`config.mk`:
```
export PLATFORM = sky130hd
export DESIGN_NAME = fp_sqrt_seq
export DESIGN_NICKNAME = d
export VERILOG_FILES = /design/src/rtl/fp_sqrt_pkg.sv /design/src/rtl/fp_sqrt_class.sv /design/src/rtl/fp_sqrt_seq.sv
export SDC_FILE = /design/constraint.sdc
export NUM_CORES = 1
export LEC_CHECK = 0
export CORE_UTILIZATION = 55
export CTS_BUF_LIST = sky130_fd_sc_hd__clkbuf_16
export DETAILED_ROUTE_END_ITERATION = 16
export DONT_BUFFER_PORTS = 1
export PLACE_DENSITY_LB_ADDON = 0.1
export RECOVER_POWER = 100
export SETUP_SLACK_MARGIN = 0.4
export SYNTH_ARGS = -nofsm -noshare
export SYNTH_HDL_FRONTEND = slang
export SYNTH_SLANG_ARGS = --single-unit
```
`constraint.sdc`:
```
create_clock -name clk -period 4.2 [get_ports clk]
set_input_delay 0.84 -clock clk [delete_from_list [all_inputs] [get_ports clk]]
set_output_delay 0.84 -clock clk [all_outputs]
set_load 0.05 [all_outputs]
```
`src/rtl/fp_sqrt_pkg.sv`:
```
// Shared types and width/constant helpers for the sequential IEEE-754 square-root unit.
package fp_sqrt_pkg;

  typedef enum logic [1:0] {IDLE, CALC, ROUND, DONE} state_t;

  typedef enum logic [2:0] {
    CLS_ZERO, CLS_SUB, CLS_NORM, CLS_INF, CLS_QNAN, CLS_SNAN
  } fp_class_t;

  localparam int MAX_W = 128;

  function automatic int fp_width(int exp_w, int man_w);
    return 1 + exp_w + man_w;
  endfunction

  function automatic int fp_bias(int exp_w);
    return (1 << (exp_w - 1)) - 1;
  endfunction

  // Canonical quiet NaN: sign 0, exponent all ones, fraction MSB set.
  function automatic logic [MAX_W-1:0] fp_qnan(int exp_w, int man_w);
    logic [MAX_W-1:0] q;
    q = '0;
    for (int i = 0; i <= exp_w; i++) q[man_w-1+i] = 1'b1;
    return q;
  endfunction

endpackage

```
`src/rtl/fp_sqrt_class.sv`:
```
// Combinational operand classifier: class, sign, special-case result and invalid flag.
module fp_sqrt_class
  import fp_sqrt_pkg::*;
#(
  parameter int EXP_W = 8,
  parameter int MAN_W = 23
) (
  input  logic [EXP_W+MAN_W:0] a,
  output fp_class_t            cls,
  output logic                 sign,
  output logic [EXP_W+MAN_W:0] special,
  output logic                 invalid
);

  localparam int W = fp_width(EXP_W, MAN_W);
  localparam logic [MAX_W-1:0] QNAN_WIDE = fp_qnan(EXP_W, MAN_W);
  localparam logic [W-1:0] QNAN = QNAN_WIDE[W-1:0];

  logic [EXP_W-1:0] exp_f;
  logic [MAN_W-1:0] frac;

  assign sign  = a[W-1];
  assign exp_f = a[W-2:MAN_W];
  assign frac  = a[MAN_W-1:0];

  // NOTE: every output gets a default first so no path through the block infers a latch.
  always_comb begin
    cls     = CLS_NORM;
    special = QNAN;
    invalid = sign;
    if (exp_f == '0) begin
      // Subnormals flush to a signed zero, exactly like true zeros.
      if (frac == '0) cls = CLS_ZERO;
      else            cls = CLS_SUB;
      special = {sign, {(W-1){1'b0}}};
      invalid = 1'b0;
    end else if (&exp_f) begin
      if (frac == '0) begin
        cls = CLS_INF;
        if (!sign) special = a;
      end else begin
        if (frac[MAN_W-1]) cls = CLS_QNAN;
        else               cls = CLS_SNAN;
        invalid = !frac[MAN_W-1];
      end
    end
  end

endmodule

```
`src/rtl/fp_sqrt_seq.sv`:
```
// Sequential IEEE-754 square root: restoring digit recurrence, one root bit per clock, RNE.
module fp_sqrt_seq
  import fp_sqrt_pkg::*;
#(
  parameter int EXP_W = 8,
  parameter int MAN_W = 23
) (
  input  logic                 clk,
  input  logic                 reset,
  input  logic                 start,
  input  logic [EXP_W+MAN_W:0] A,
  output logic                 ready,
  output logic                 busy,
  output logic                 done,
  output logic [EXP_W+MAN_W:0] Out,
  output logic                 invalid
);

  localparam int W    = fp_width(EXP_W, MAN_W);
  localparam int N    = MAN_W + 2;        // root bits: leading 1, fraction, round bit
  localparam int RW   = 2 * N;
  localparam int REMW = N + 3;
  localparam int CW   = $clog2(N);
  localparam logic [EXP_W:0] BIAS_X = (EXP_W+1)'(fp_bias(EXP_W));

  state_t          state_q, state_d;
  logic [CW-1:0]   cnt_q;
  logic [RW-1:0]   rad_q;
  logic [REMW-1:0] rem_q;
  logic [N-1:0]    root_q;
  logic [EXP_W-1:0] exp_q;

  fp_class_t   cls;
  logic        sign;
  logic [W-1:0] special;
  logic        cls_invalid;

  fp_sqrt_class #(.EXP_W(EXP_W), .MAN_W(MAN_W)) u_class (
    .a       (A),
    .cls     (cls),
    .sign    (sign),
    .special (special),
    .invalid (cls_invalid)
  );

  logic            accept, is_special;
  logic [EXP_W:0]  e_sum;
  logic [RW-1:0]   rad_init;
  logic [REMW-1:0] rem_t, sub;
  logic            take;
  logic [MAN_W:0]  rounded;
  logic            carry;
  logic [W-1:0]    result;

  assign accept     = (state_q == IDLE) && start;
  assign is_special = (cls != CLS_NORM) || sign;

  // E+bias has the parity of the unbiased exponent; odd means pre-shift the radicand.
  assign e_sum    = {1'b0, A[W-2:MAN_W]} + BIAS_X;
  assign rad_init = e_sum[0] ? {1'b1, A[MAN_W-1:0], {(MAN_W+3){1'b0}}}
                             : {2'b01, A[MAN_W-1:0], {(MAN_W+2){1'b0}}};

  assign rem_t = (rem_q << 2) | REMW'(rad_q[RW-1 -: 2]);
  assign sub   = REMW'({root_q, 2'b01});
  assign take  = rem_t >= sub;

  // Leading bit wraps to 0 only when rounding reaches 2.0; the fraction is then already 0.
  assign rounded = root_q[N-1:1] + (MAN_W+1)'(root_q[0]);
  assign carry   = ~rounded[MAN_W];
  assign result  = {1'b0, exp_q + EXP_W'(carry), rounded[MAN_W-1:0]};

  always_comb begin
    state_d = state_q;
    unique case (state_q)
      IDLE:  if (start) state_d = is_special ? DONE : CALC;
      CALC:  if (cnt_q == '0) state_d = ROUND;
      ROUND: state_d = DONE;
      DONE:  state_d = IDLE;
      default: state_d = IDLE;
    endcase
  end

  assign ready = (state_q == IDLE);
  assign busy  = (state_q != IDLE);
  assign done  = (state_q == DONE);

  // NOTE: sequential state uses non-blocking assignments so every register samples pre-edge values.
  always_ff @(posedge clk) begin
    if (reset) begin
      state_q <= IDLE;
      Out     <= '0;
      invalid <= 1'b0;
    end else begin
      state_q <= state_d;
      if (accept && is_special) begin
        Out     <= special;
        invalid <= cls_invalid;
      end else if (state_q == ROUND) begin
        Out     <= result;
        invalid <= 1'b0;
      end
    end
  end

  // NOTE: recurrence registers are not reset; they are always loaded on acceptance before use.
  always_ff @(posedge clk) begin
    if (accept) begin
      rad_q  <= rad_init;
      rem_q  <= '0;
      root_q <= '0;
      cnt_q  <= CW'(N - 1);
      exp_q  <= e_sum[EXP_W:1];
    end else if (state_q == CALC) begin
      rad_q  <= rad_q << 2;
      rem_q  <= take ? (rem_t - sub) : rem_t;
      root_q <= {root_q[N-2:0], take};
      cnt_q  <= cnt_q - 1'b1;
    end
  end

endmodule

```
==> metrics list <==
* Outcome: finished clean
- Clock Tree Buf Depth: 2
* Max-slew headroom at the worst pin: approximately a tenth
- Final count of hold timing violations: 0
* Gate family responsible for the most delay along the worst path: buffers and inverters
* Placed Area: around 7400 sq um
- Area of the mapped netlist: approximately 7400 sq um
- Setup violations remaining at the end of the flow were counted as 0.
- Entering global routing, the biggest net connects 63 pins.
- Gate count of the mapped netlist: around 840
- Reported max-cap violation count: 0
- Commonest non-fill, non-tap cell in the layout: sky130_fd_sc_hd__nor2_1
- The worst setup path is of the flip-flop to flip-flop kind.
* Crit-path max cell delay: around 1.1 ns
* Post-route setup TNS: 0 ns
- For the worst setup path, the data required time is 4.56 ns.
- Weighted congestion reported at the end of routability-driven placement: 0.886
- The tree is rooted in a sky130_fd_sc_hd__clkbuf_16.
- During placement, the flow inserted port buffers numbering 0.
* Setup repair bufs after CTS: 0
- Beginning of the worst register-to-register path: state_q[1]
- For the pin with the worst max-slew slack, the measured transition is between 1 and 1.5 ns.
- Share of the yosys chip area belonging to registers: around two fifths
* Power Dens Cells: between 800 and 900 nW/um^2
- Fin area: about 7900 sq um
- Wirelength, routed: about 17000 um
- Vias in the first global route: roughly 5600
* Number of cells on the worst hold path: 1
- Bufs and invs on worst path: 2
- Count of state elements after synthesis: around 120
- Reg-to-reg setup timing slack: roughly 0.75 ns
- STA classifies the critical path startpoint as a flip-flop.
- Number of synthesized flops with an enable pin: 33
* Top Ports: between 70 and 80
* Total number of nets in the final design: 890
- Hold-fix buffers at CTS: 0
- The core region is ~13000 sq um.
- Measured along the x axis, the die boundary spans around 120 um.
* Initial core utilization: 57.4%
- The die covers around 14000 sq um.
- After clock tree synthesis, the repair step resized 0 gates.
* TritonCTS clock tree: done
- Global-route wire length before repair: 27600 um
- Clock edge transition at the registers on the reported setup and hold paths: 0.05 ns
- Using the TritonRoute via totals, the vias-per-cell ratio works out to between 5 and 6.
* Highest fanout seen on the critical path: 46
- DR pass1 iterations: 5
* Maximum vdd drop: ~0.39 mV
- STA classifies the critical path endpoint as a flip-flop.
- Counting distinct cell types in the post-synthesis netlist gives roughly 80.
- The most used flip-flop cell after synthesis is sky130_fd_sc_hd__dfxtp_1.
- After detailed routing, the average wire length per cell comes to around 17 um.
- Final global-route overflow total: 0
- Hold slack: 0.483 ns
* Avg Inst Size Synth: roughly 8.8 sq um
- Setup repair after global routing missed its margin: false
- The clock tree synthesis step divided the H-tree into 4 levels.
- The number of antenna violations at the first check in global routing was 0.
- The wire-length estimate of the detail-placed layout is around 12000 um.
* Setup clock skew after layout: 0.00943 ns
- In the routed design, unresolved DRC markers number 0.
- STA puts the critical path data arrival time at approximately 3.8 ns.
- Measured along the y axis, the die boundary spans about 120 um.
- Once detail routing completed, the nets flagged for antenna violations numbered 0.
* Via Count: between 5000 and 6000
- The slowest stage of the critical path is the sky130_fd_sc_hd__ha_1 cell.
- Hold crit path type: input port to flip-flop
* Tcrit/Tclk final: 82.1%
* Ordered cell list for the critical path: inv_1 -> ha_1 -> clkbuf_2 -> o31ai_1 -> o21ai_0 -> a22oi_1 -> nor2_1
- Capture point of the worst reg-to-reg path: state_q[1]
- Counting I/O delays and the setup requirement, the final critical path takes 3.45 ns.
- Inserted Clock Buffers: 17
- The worst hold path terminates at invalid.
* Leakage dissipation: 2.98 nW
- In the final layout, the share of cells above drive strength 1 is 6.76%.
* Later-pin clock latency in the skew report: 0.42 ns
- The number of cells on the worst reg-to-reg path is 7.
* Nets in the synthesized netlist: between 900 and 1000
- Number of warnings printed during yosys synthesis: 0
- P&R area growth vs syn: 7.57%
* Placement row count: 41
- Commonest cells after routing, fill and taps aside: 100 x sky130_fd_sc_hd__nor2_1, 91 x sky130_fd_sc_hd__dfxtp_1, 79 x sky130_fd_sc_hd__nand2_1, 49 x sky130_fd_sc_hd__mux2i_1, 45 x sky130_fd_sc_hd__o21ai_0
- In the global route stage, overall resource usage came out at 24.8%.
- Final-report max-slew violation count: 0
* Clock sink total: between 100 and 150
* Post-synth ARST share: 0%
* Ant diodes: 0
* Start point of the worst hold path: reset
* Post-route core utilization: between 60 and 70%
- In this run, the number of DRC markers left after iteration 0 of detailed routing was ~400.
* Total power: slightly above 7 mW
* Fmax: ~0.29 GHz
==> metrics by stage <==
step	cells	setup WS, ns
floorplan	836	1.13
global placement	969	1.14
detailed placement	969	1.05
CTS	1001	1.03
global route	1001	0.489
finish	1001	0.752
==> synth_stat cells (12+ instances only) <==
cell	instances	area, sq um
sky130_fd_sc_hd__nand2_1	77	289
sky130_fd_sc_hd__nand3_1	29	145
sky130_fd_sc_hd__o21ai_0	43	215
sky130_fd_sc_hd__a21oi_1	38	190
sky130_fd_sc_hd__dfxtp_1	91	1820
sky130_fd_sc_hd__ha_1	39	488
sky130_fd_sc_hd__edfxtp_1	33	991
sky130_fd_sc_hd__nor3_1	17	85.1
sky130_fd_sc_hd__inv_1	44	165
sky130_fd_sc_hd__xnor2_1	43	377
sky130_fd_sc_hd__xor2_1	12	105
sky130_fd_sc_hd__a211oi_1	30	225
sky130_fd_sc_hd__mux2i_1	49	490
sky130_fd_sc_hd__nor2_1	100	375
sky130_fd_sc_hd__clkbuf_1	26	97.6
sky130_fd_sc_hd__nand2b_1	12	75.1
==> area by class of cell <==
type | count | area, sq um
clock buffers | 20 | 500
flip-flops and latches | 124 | 2810
multi-input cells | 625 | 4140
repair buffers | 4 | 21.3
inverters | 44 | 165
well taps | 172 | 215
fillers | 1166 | 4930
clock inverters | 12 | 88.8
==> logic make-up after synthesis <==
| kind of cell | count (synthesis) | share of synthesized area (%) |
|---|---|---|
| adder cells (fa/ha/maj) | 39 | 6.61 |
| buffers and inverters | 87 | 5.15 |
| multiplexers | 49 | 6.64 |
| AO/OA/AOI/OAI | 187 | 17.5 |
| XOR/XNOR | 55 | 6.52 |
| flip-flops | 124 | 38.1 |
| AND/OR/NAND/NOR | 295 | 19.5 |
==> where the power goes <==
| part | leakage (nW) | internal [mW] | switching, mW |
|---|---|---|---|
| clock | 0.290 | 0.907 | 0.538 |
| sequential | 1.07 | 1.68 | 0.520 |
| combinational | 1.62 | 1.29 | 2.13 |
==> flip-flops by register name, summed over array words and instances, names as in the netlist <==
| name | flops |
|---|---|
| rad_q | 25 |
| invalid | 1 |
| Out | 32 |
| root_q | 25 |
| state_q | 2 |
| exp_q | 8 |
| cnt_q | 5 |
| rem_q | 26 |
==> metal layers <==
layer / global-route usage, % / up-vias / share of wire (%)
met2: 39.2 / 122 / 46
li1: - / 2960 / -
met5: 0 / - / 0
met4: 8.49 / 0 / 1.5
met1: 33.2 / 2826 / 48
met3: 5.77 / 25 / 4.1
==> worst max path at each step <==
stage          startpoint  slack (ns)         end  depth (start not counted)
6_report       state_q[1]        0.75  state_q[1]                          7
5_1_grt        state_q[1]        0.49  state_q[1]                          7
2_1_floorplan       A[23]        1.13  state_q[1]                         10
3_3_place_gp    root_q[0]        1.14     Out[29]                         15
4_1_cts         root_q[0]        1.03     Out[29]                         15
3_5_place_dp    root_q[0]        1.05     Out[29]                         15
No activity file was read; power rests on OpenSTA's default activity.
